<file path="src/rtl/mdu_seq_if.sv">
// mdu_seq_if: start/flush request and HI/LO result bus of the multiply/divide unit
interface mdu_seq_if #(parameter int WIDTH = 32);
   logic start, flush, busy, done, z, dbz;
   logic [1:0] op;
   logic [WIDTH-1:0] in1, in2, hi, lo;
   modport master (output start, flush, op, in1, in2, input busy, done, hi, lo, z, dbz);
   modport slave (input start, flush, op, in1, in2, output busy, done, hi, lo, z, dbz);
endinterface

</file>
<file path="src/rtl/mdu_seq.sv">
// mdu_seq: iterative shift-add multiplier / restoring divider writing HI/LO
module mdu_seq #(parameter int WIDTH = 32) (
   input logic clk,
   input logic rst_n,
   mdu_seq_if.slave bus
);
   localparam int CW = $clog2(WIDTH);
   typedef enum logic [1:0] {IDLE, RUN, FIN} state_t;
   state_t state, state_nx;
   logic [CW-1:0] cnt;
   logic [1:0] op_q;
   logic sa, sb, dz, go, last, is_div, cap_sa, cap_sb, cap_dz;
   logic [WIDTH-1:0] mb, mag1, mag2, quo, rem, hi_nx, lo_nx;
   logic [2*WIDTH-1:0] acc, acc_nx, prod;
   logic [WIDTH:0] mul, rs, diff;
   assign go = state == IDLE && bus.start && !bus.flush;
   assign last = cnt == CW'(WIDTH - 1);
   assign is_div = op_q[0];
   assign cap_sa = bus.op[1] & bus.in1[WIDTH-1];
   assign cap_sb = bus.op[1] & bus.in2[WIDTH-1];
   assign cap_dz = bus.op[0] && bus.in2 == '0;
   assign mag1 = cap_sa ? -bus.in1 : bus.in1;
   assign mag2 = cap_sb ? -bus.in2 : bus.in2;
   always_comb begin
      state_nx = state;
      case (state)
         IDLE: if (go) state_nx = cap_dz ? FIN : RUN;
         RUN: if (bus.flush) state_nx = IDLE; else if (last) state_nx = FIN;
         default: state_nx = IDLE;
      endcase
   end
   // acc holds {partial product, multiplier} or {remainder, dividend/quotient}
   always_comb begin
      mul = acc[0] ? {1'b0, acc[2*WIDTH-1:WIDTH]} + {1'b0, mb} : {1'b0, acc[2*WIDTH-1:WIDTH]};
      rs = {acc[2*WIDTH-1:WIDTH], acc[WIDTH-1]};
      diff = rs - {1'b0, mb};
      acc_nx = !is_div ? {mul, acc[WIDTH-1:1]} :
               rs >= {1'b0, mb} ? {diff[WIDTH-1:0], acc[WIDTH-2:0], 1'b1} :
               {rs[WIDTH-1:0], acc[WIDTH-2:0], 1'b0};
      prod = (sa ^ sb) ? -acc : acc;
      quo = (sa ^ sb) ? -acc[WIDTH-1:0] : acc[WIDTH-1:0];
      rem = sa ? -acc[2*WIDTH-1:WIDTH] : acc[2*WIDTH-1:WIDTH];
      hi_nx = dz ? '0 : is_div ? rem : prod[2*WIDTH-1:WIDTH];
      lo_nx = dz ? '0 : is_div ? quo : prod[WIDTH-1:0];
   end
   always_ff @(posedge clk or negedge rst_n)
      if (!rst_n) state <= IDLE;
      else state <= state_nx;
   always_ff @(posedge clk or negedge rst_n) begin
      if (!rst_n) begin
         cnt <= '0;
         op_q <= '0;
         sa <= 1'b0;
         sb <= 1'b0;
         dz <= 1'b0;
         mb <= '0;
         acc <= '0;
         bus.busy <= 1'b0;
         bus.done <= 1'b0;
         bus.hi <= '0;
         bus.lo <= '0;
         bus.z <= 1'b1;
         bus.dbz <= 1'b0;
      end else begin
         bus.done <= state == FIN;
         bus.busy <= state_nx == RUN || (state == RUN && state_nx == FIN);
         if (go) begin
            op_q <= bus.op;
            sa <= cap_sa;
            sb <= cap_sb;
            dz <= cap_dz;
            mb <= bus.op[0] ? mag2 : mag1;
            acc <= {{WIDTH{1'b0}}, bus.op[0] ? mag1 : mag2};
            cnt <= '0;
         end else if (state == RUN) begin
            acc <= acc_nx;
            if (!last) cnt <= cnt + CW'(1);
         end
         if (state == FIN) begin
            bus.hi <= hi_nx;
            bus.lo <= lo_nx;
            bus.z <= hi_nx == '0 && lo_nx == '0;
            bus.dbz <= dz;
         end
      end
   end
endmodule
</file>
<file path="src/flat_wrapper.sv">
// flat-port wrapper written by rule: the top's interface ports become plain ports
module mdu_seq_flat 
#(parameter int WIDTH = 32)
  (clk, rst_n, bus_start, bus_flush, bus_op, bus_in1, bus_in2, bus_busy, bus_done, bus_hi, bus_lo, bus_z, bus_dbz);
  mdu_seq_if #(.WIDTH(WIDTH)) bus_i ();
  input logic clk;
  input logic rst_n;
  input wire logic [$bits(bus_i.start)-1:0] bus_start;
  input wire logic [$bits(bus_i.flush)-1:0] bus_flush;
  input wire logic [$bits(bus_i.op)-1:0] bus_op;
  input wire logic [$bits(bus_i.in1)-1:0] bus_in1;
  input wire logic [$bits(bus_i.in2)-1:0] bus_in2;
  output wire logic [$bits(bus_i.busy)-1:0] bus_busy;
  output wire logic [$bits(bus_i.done)-1:0] bus_done;
  output wire logic [$bits(bus_i.hi)-1:0] bus_hi;
  output wire logic [$bits(bus_i.lo)-1:0] bus_lo;
  output wire logic [$bits(bus_i.z)-1:0] bus_z;
  output wire logic [$bits(bus_i.dbz)-1:0] bus_dbz;
  assign bus_i.start = bus_start;
  assign bus_i.flush = bus_flush;
  assign bus_i.op = bus_op;
  assign bus_i.in1 = bus_in1;
  assign bus_i.in2 = bus_in2;
  assign bus_busy = bus_i.busy;
  assign bus_done = bus_i.done;
  assign bus_hi = bus_i.hi;
  assign bus_lo = bus_i.lo;
  assign bus_z = bus_i.z;
  assign bus_dbz = bus_i.dbz;
  mdu_seq #(.WIDTH(WIDTH)) u_core (.clk(clk), .rst_n(rst_n), .bus(bus_i));
endmodule
</file>
<file path="config.mk">
export PLATFORM = sky130hd
export DESIGN_NAME = mdu_seq_flat
export DESIGN_NICKNAME = d
export VERILOG_FILES = /design/src/rtl/mdu_seq_if.sv /design/src/rtl/mdu_seq.sv /design/src/flat_wrapper.sv
export SDC_FILE = /design/constraint.sdc
export NUM_CORES = 1
export LEC_CHECK = 0
export BUFFER_PORTS_ARGS = -buffer_cell sky130_fd_sc_hd__buf_4
export CORE_MARGIN = 1
export CORE_UTILIZATION = 27
export CTS_CLUSTER_SIZE = 40
export DETAILED_ROUTE_END_ITERATION = 12
export GPL_ROUTABILITY_DRIVEN = 0
export PLACE_DENSITY = 0.43
export SYNTH_ARGS = -nofsm -noshare
export SYNTH_HDL_FRONTEND = slang
export SYNTH_SLANG_ARGS = --single-unit
</file>
<file path="constraint.sdc">
create_clock -name clk -period 8.4 [get_ports clk]
set_input_delay 0.84 -clock clk [delete_from_list [all_inputs] [get_ports clk]]
set_output_delay 0.84 -clock clk [all_outputs]
set_load 0.02 [all_outputs]
</file>
==> metrics.cfg <==
[status]
status = complete, no violations

[sta]
tightest_slew_ps = 1200
finalCriticalPeriod_ps = 4030
final_hold_viol_count = 0
clock_skew_ps = 9.19
min_period_over_period_pct = 48.0
fmax_ghz = 0.248
setup_violations = 0
max_slew_margin_pct = 19.7
grt_setup_unrepaired = false
maxSlewViolCount = 0
fin_setup_tns_ps = 0

[pwr]
power.internal_mw = 2.91
p_leak_nw = 7.69
power_switching_share_pct = 52.2
peakVddDrop_v = 0.000196
p_clk_share_pct = 14.2
combPwrFrac_pct = 60.9
p_total_mw = 6.08
powerDensity_nw_per_um2 = 341
p_sw_mw = 3.17
power_frac_seq_pct = 24.9

[floorplan]
dieArea_um2 = 58800
die_w_um = 242
num_rows = 87
start_util_pct = 27.5
io_pins = 138
die_h_um = 242
core_area_um2 = 56700

[clocking]
post_cts_resized = 0
cts_tree = built
clockRootBuffer = clkbuf_16
hold_buffers = 0
htree_num_levels = 4
cts_setup_buffers = 0
clock_path_buffers = 2
cts_inserted_buffers = 17
cts.sinks = 175
path_clk_slew_ps = 70
clock_latency_ps = 490

[routing]
routed_wl_um = 61400
dr.pass1.iters = 5
vias = 15500
detail-route-antenna-nets = 0
wl_per_cell_um = 21.7
drc_errors = 0
via_per_inst = 5.47
first_iter_violations = 1488

[placed_design]
placed_cell_area_um2 = 17200
placedCellCount = 2792
place_hpwl_um = 48300
portBuffers = 137

[run]
drv_cap = 0

[finish]
syn_to_final_growth_pct = 14.2
diodes = 0
design_area_um2 = 17800
fill_cells = 6068
layout.nets = 2197
multi_input_area_um2 = 10500
regArea_um2 = 4380
fin_cells = 2824
drive_above_1_share_pct = 10.7

[synthesis]
netlist_top_cells_count = nand2_1 (220), o21ai_0 (204), nor2_1 (178)
syn_area_per_cell_um2 = 7.72
yosysMostFrequentCell = nand2_1
synth_cell_types = 77
synth_top_family_by_area = compound AO/OA/AOI/OAI gates
ys_warn_count = 0
synth_cells = 2023
synth_xor_area_share_pct = 9.31
synthesis.nets = 2165
synth.area.top_cells = dfrtp_1 (28%), o21ai_0 (6.5%), xnor2_1 (5.8%)
ys.flop_type = dfrtp_1
synth_compound_area_share_pct = 26.0
yosys.area_share.simple_pct = 20.1
synthDominantCellAreaShare_pct = 27.9
synth-edff-count = 0
ys_seq_area_share_pct = 28.1
synth_top_area_cell = dfrtp_1
synth_area_um2 = 15600
async_flop_share_pct = 100
ys_ff_latch = 175
synthMuxAreaShare_pct = 5.38
synth_adder_area_share_pct = 5.86

[setup_path]
critPathMaxStageDelay_ps = 650
cp_max_fo = 41
worst_ep_arrival_time_ps = 4430
critPathBufInv = 1
endpoint_kind = register
cp_slowest_cell = nor3_1
cp-start-kind = register
required_ps = 8800
reg2reg_depth = 10
path_class = reg -> reg
cp.depth = 10
crit_chain = buf_4, nor3_1, nand4_1, nor4_4, nor2_2, o41ai_1, xnor2_1, nor4_1, a41oi_1, o41ai_2
cp_top_family = simple AND/OR/NAND/NOR gates

[global_routing]
grt_max_degree = 98
grt_pass1_wl_um = 93000
grt_overflow = 0
grt_usage_pct = 20.7
antenna_found_initial = 0
grt_pass1_vias = 14400

[hold_path]
hp-class = in -> async

==> kinds of logic (layout without fill, tap and decap cells) <==
kind of cell,Yosys count,after routing
buf+inv,216,261
flops,175,175
fa+ha+maj,72,72
xor+xnor,166,166
simple gates,663,663
mux,83,83
compound gates,648,648
==> cell type report <==
class,count,share of cell area (%)
clock buffers,18,2.46
clock inverters,14,0.975
inverters,74,1.56
multi-input cells,1632,58.6
flip-flops and latches,175,24.6
well taps,756,5.30
repair buffers,155,6.54
==> worst register-to-register path, cell delays in order (launching register included) <==
cell and delay, ps:
dfrtp_1 380, buf_4 290, nor3_1 650, nand4_1 460, nor4_4 480, nor2_2 170, o41ai_1 410, xnor2_1 230
nor4_1 320, a41oi_1 190, o41ai_2 360
==> per-layer routing <==
metal,GRT usage [%],vias to the layer above,routed length [µm]
met5,0,-,0
met4,4.86,0,855
met3,3.16,39,3110
met2,31.9,475,27400
met1,30.1,7540,30000
li1,-,7399,-
==> stage by stage <==
stage	hold WS [ps]	utilization, %	setup slack, ps
finish	302	31.5	4370
global route	329	31.5	4080
CTS	292	31.5	4420
detailed placement	472	30.4	4070
global placement	464	30.4	4100
floorplan	475	-	4860
==> placed cells by master, fill, tap and decap left out, types with 17 or more instances in the layout <==
master,Yosys,final
nand2_1,220,220
a31oi_1,36,36
nor3_1,62,62
nor4_1,19,19
o221ai_1,18,18
ha_1,70,70
o211ai_1,30,30
o21ai_0,204,204
a211oi_1,19,19
nand3_1,39,39
o31ai_1,24,24
inv_1,73,73
dfrtp_1,174,173
nor2_1,178,178
or3_1,18,18
a21oi_1,159,159
nand4_1,18,18
clkbuf_16,0,17
buf_4,0,154
xnor2_1,103,102
a22o_1,19,19
nand2b_1,19,17
nor2b_1,18,18
and3_1,20,20
a21o_1,30,30
xor2_1,63,63
mux2i_1,75,75
==> path summary, 6_finish.rpt <==
kind                                               startpoint                             to  slack, ps
worst max register to register      u_core.acc[0]$_DFFE_PN0P_       u_core.bus.z$_DFFE_PN1P_       4370
max in group asynchronous                               rst_n     u_core.op_q[0]$_DFFE_PN0P_       6760
min in group clk                u_core.bus.lo[26]$_DFFE_PN0P_  u_core.bus.lo[26]$_DFFE_PN0P_        480
worst min register to register  u_core.bus.lo[26]$_DFFE_PN0P_  u_core.bus.lo[26]$_DFFE_PN0P_        480
worst max-delay path                u_core.acc[0]$_DFFE_PN0P_       u_core.bus.z$_DFFE_PN1P_       4370
worst min-delay path                                    rst_n   u_core.bus.hi[8]$_DFFE_PN0P_        300
==> registers in the layout, indices dropped and copies added (netlist names) <==
register,cells
u_core.bus.done,1
u_core.cnt,5
u_core.dz,1
u_core.bus.dbz,1
u_core.bus.lo,32
u_core.op_q,1
u_core.bus.z,1
u_core.sa,1
u_core.mb,32
u_core.acc,64
u_core.state,2
u_core.bus.hi,32
u_core.sb,1
u_core.bus.busy,1
==> power groups by stage <==
stage,Combinational [mW],Sequential (mW),Clock (mW)
floorplan,2.75,1.19,0
global placement,3.65,1.51,0
detailed placement,3.63,1.51,0
CTS,3.65,1.49,0.894
global route,4.06,1.54,0.914
finish,3.70,1.51,0.862
Note: power is estimated with default switching activity, not from simulation.
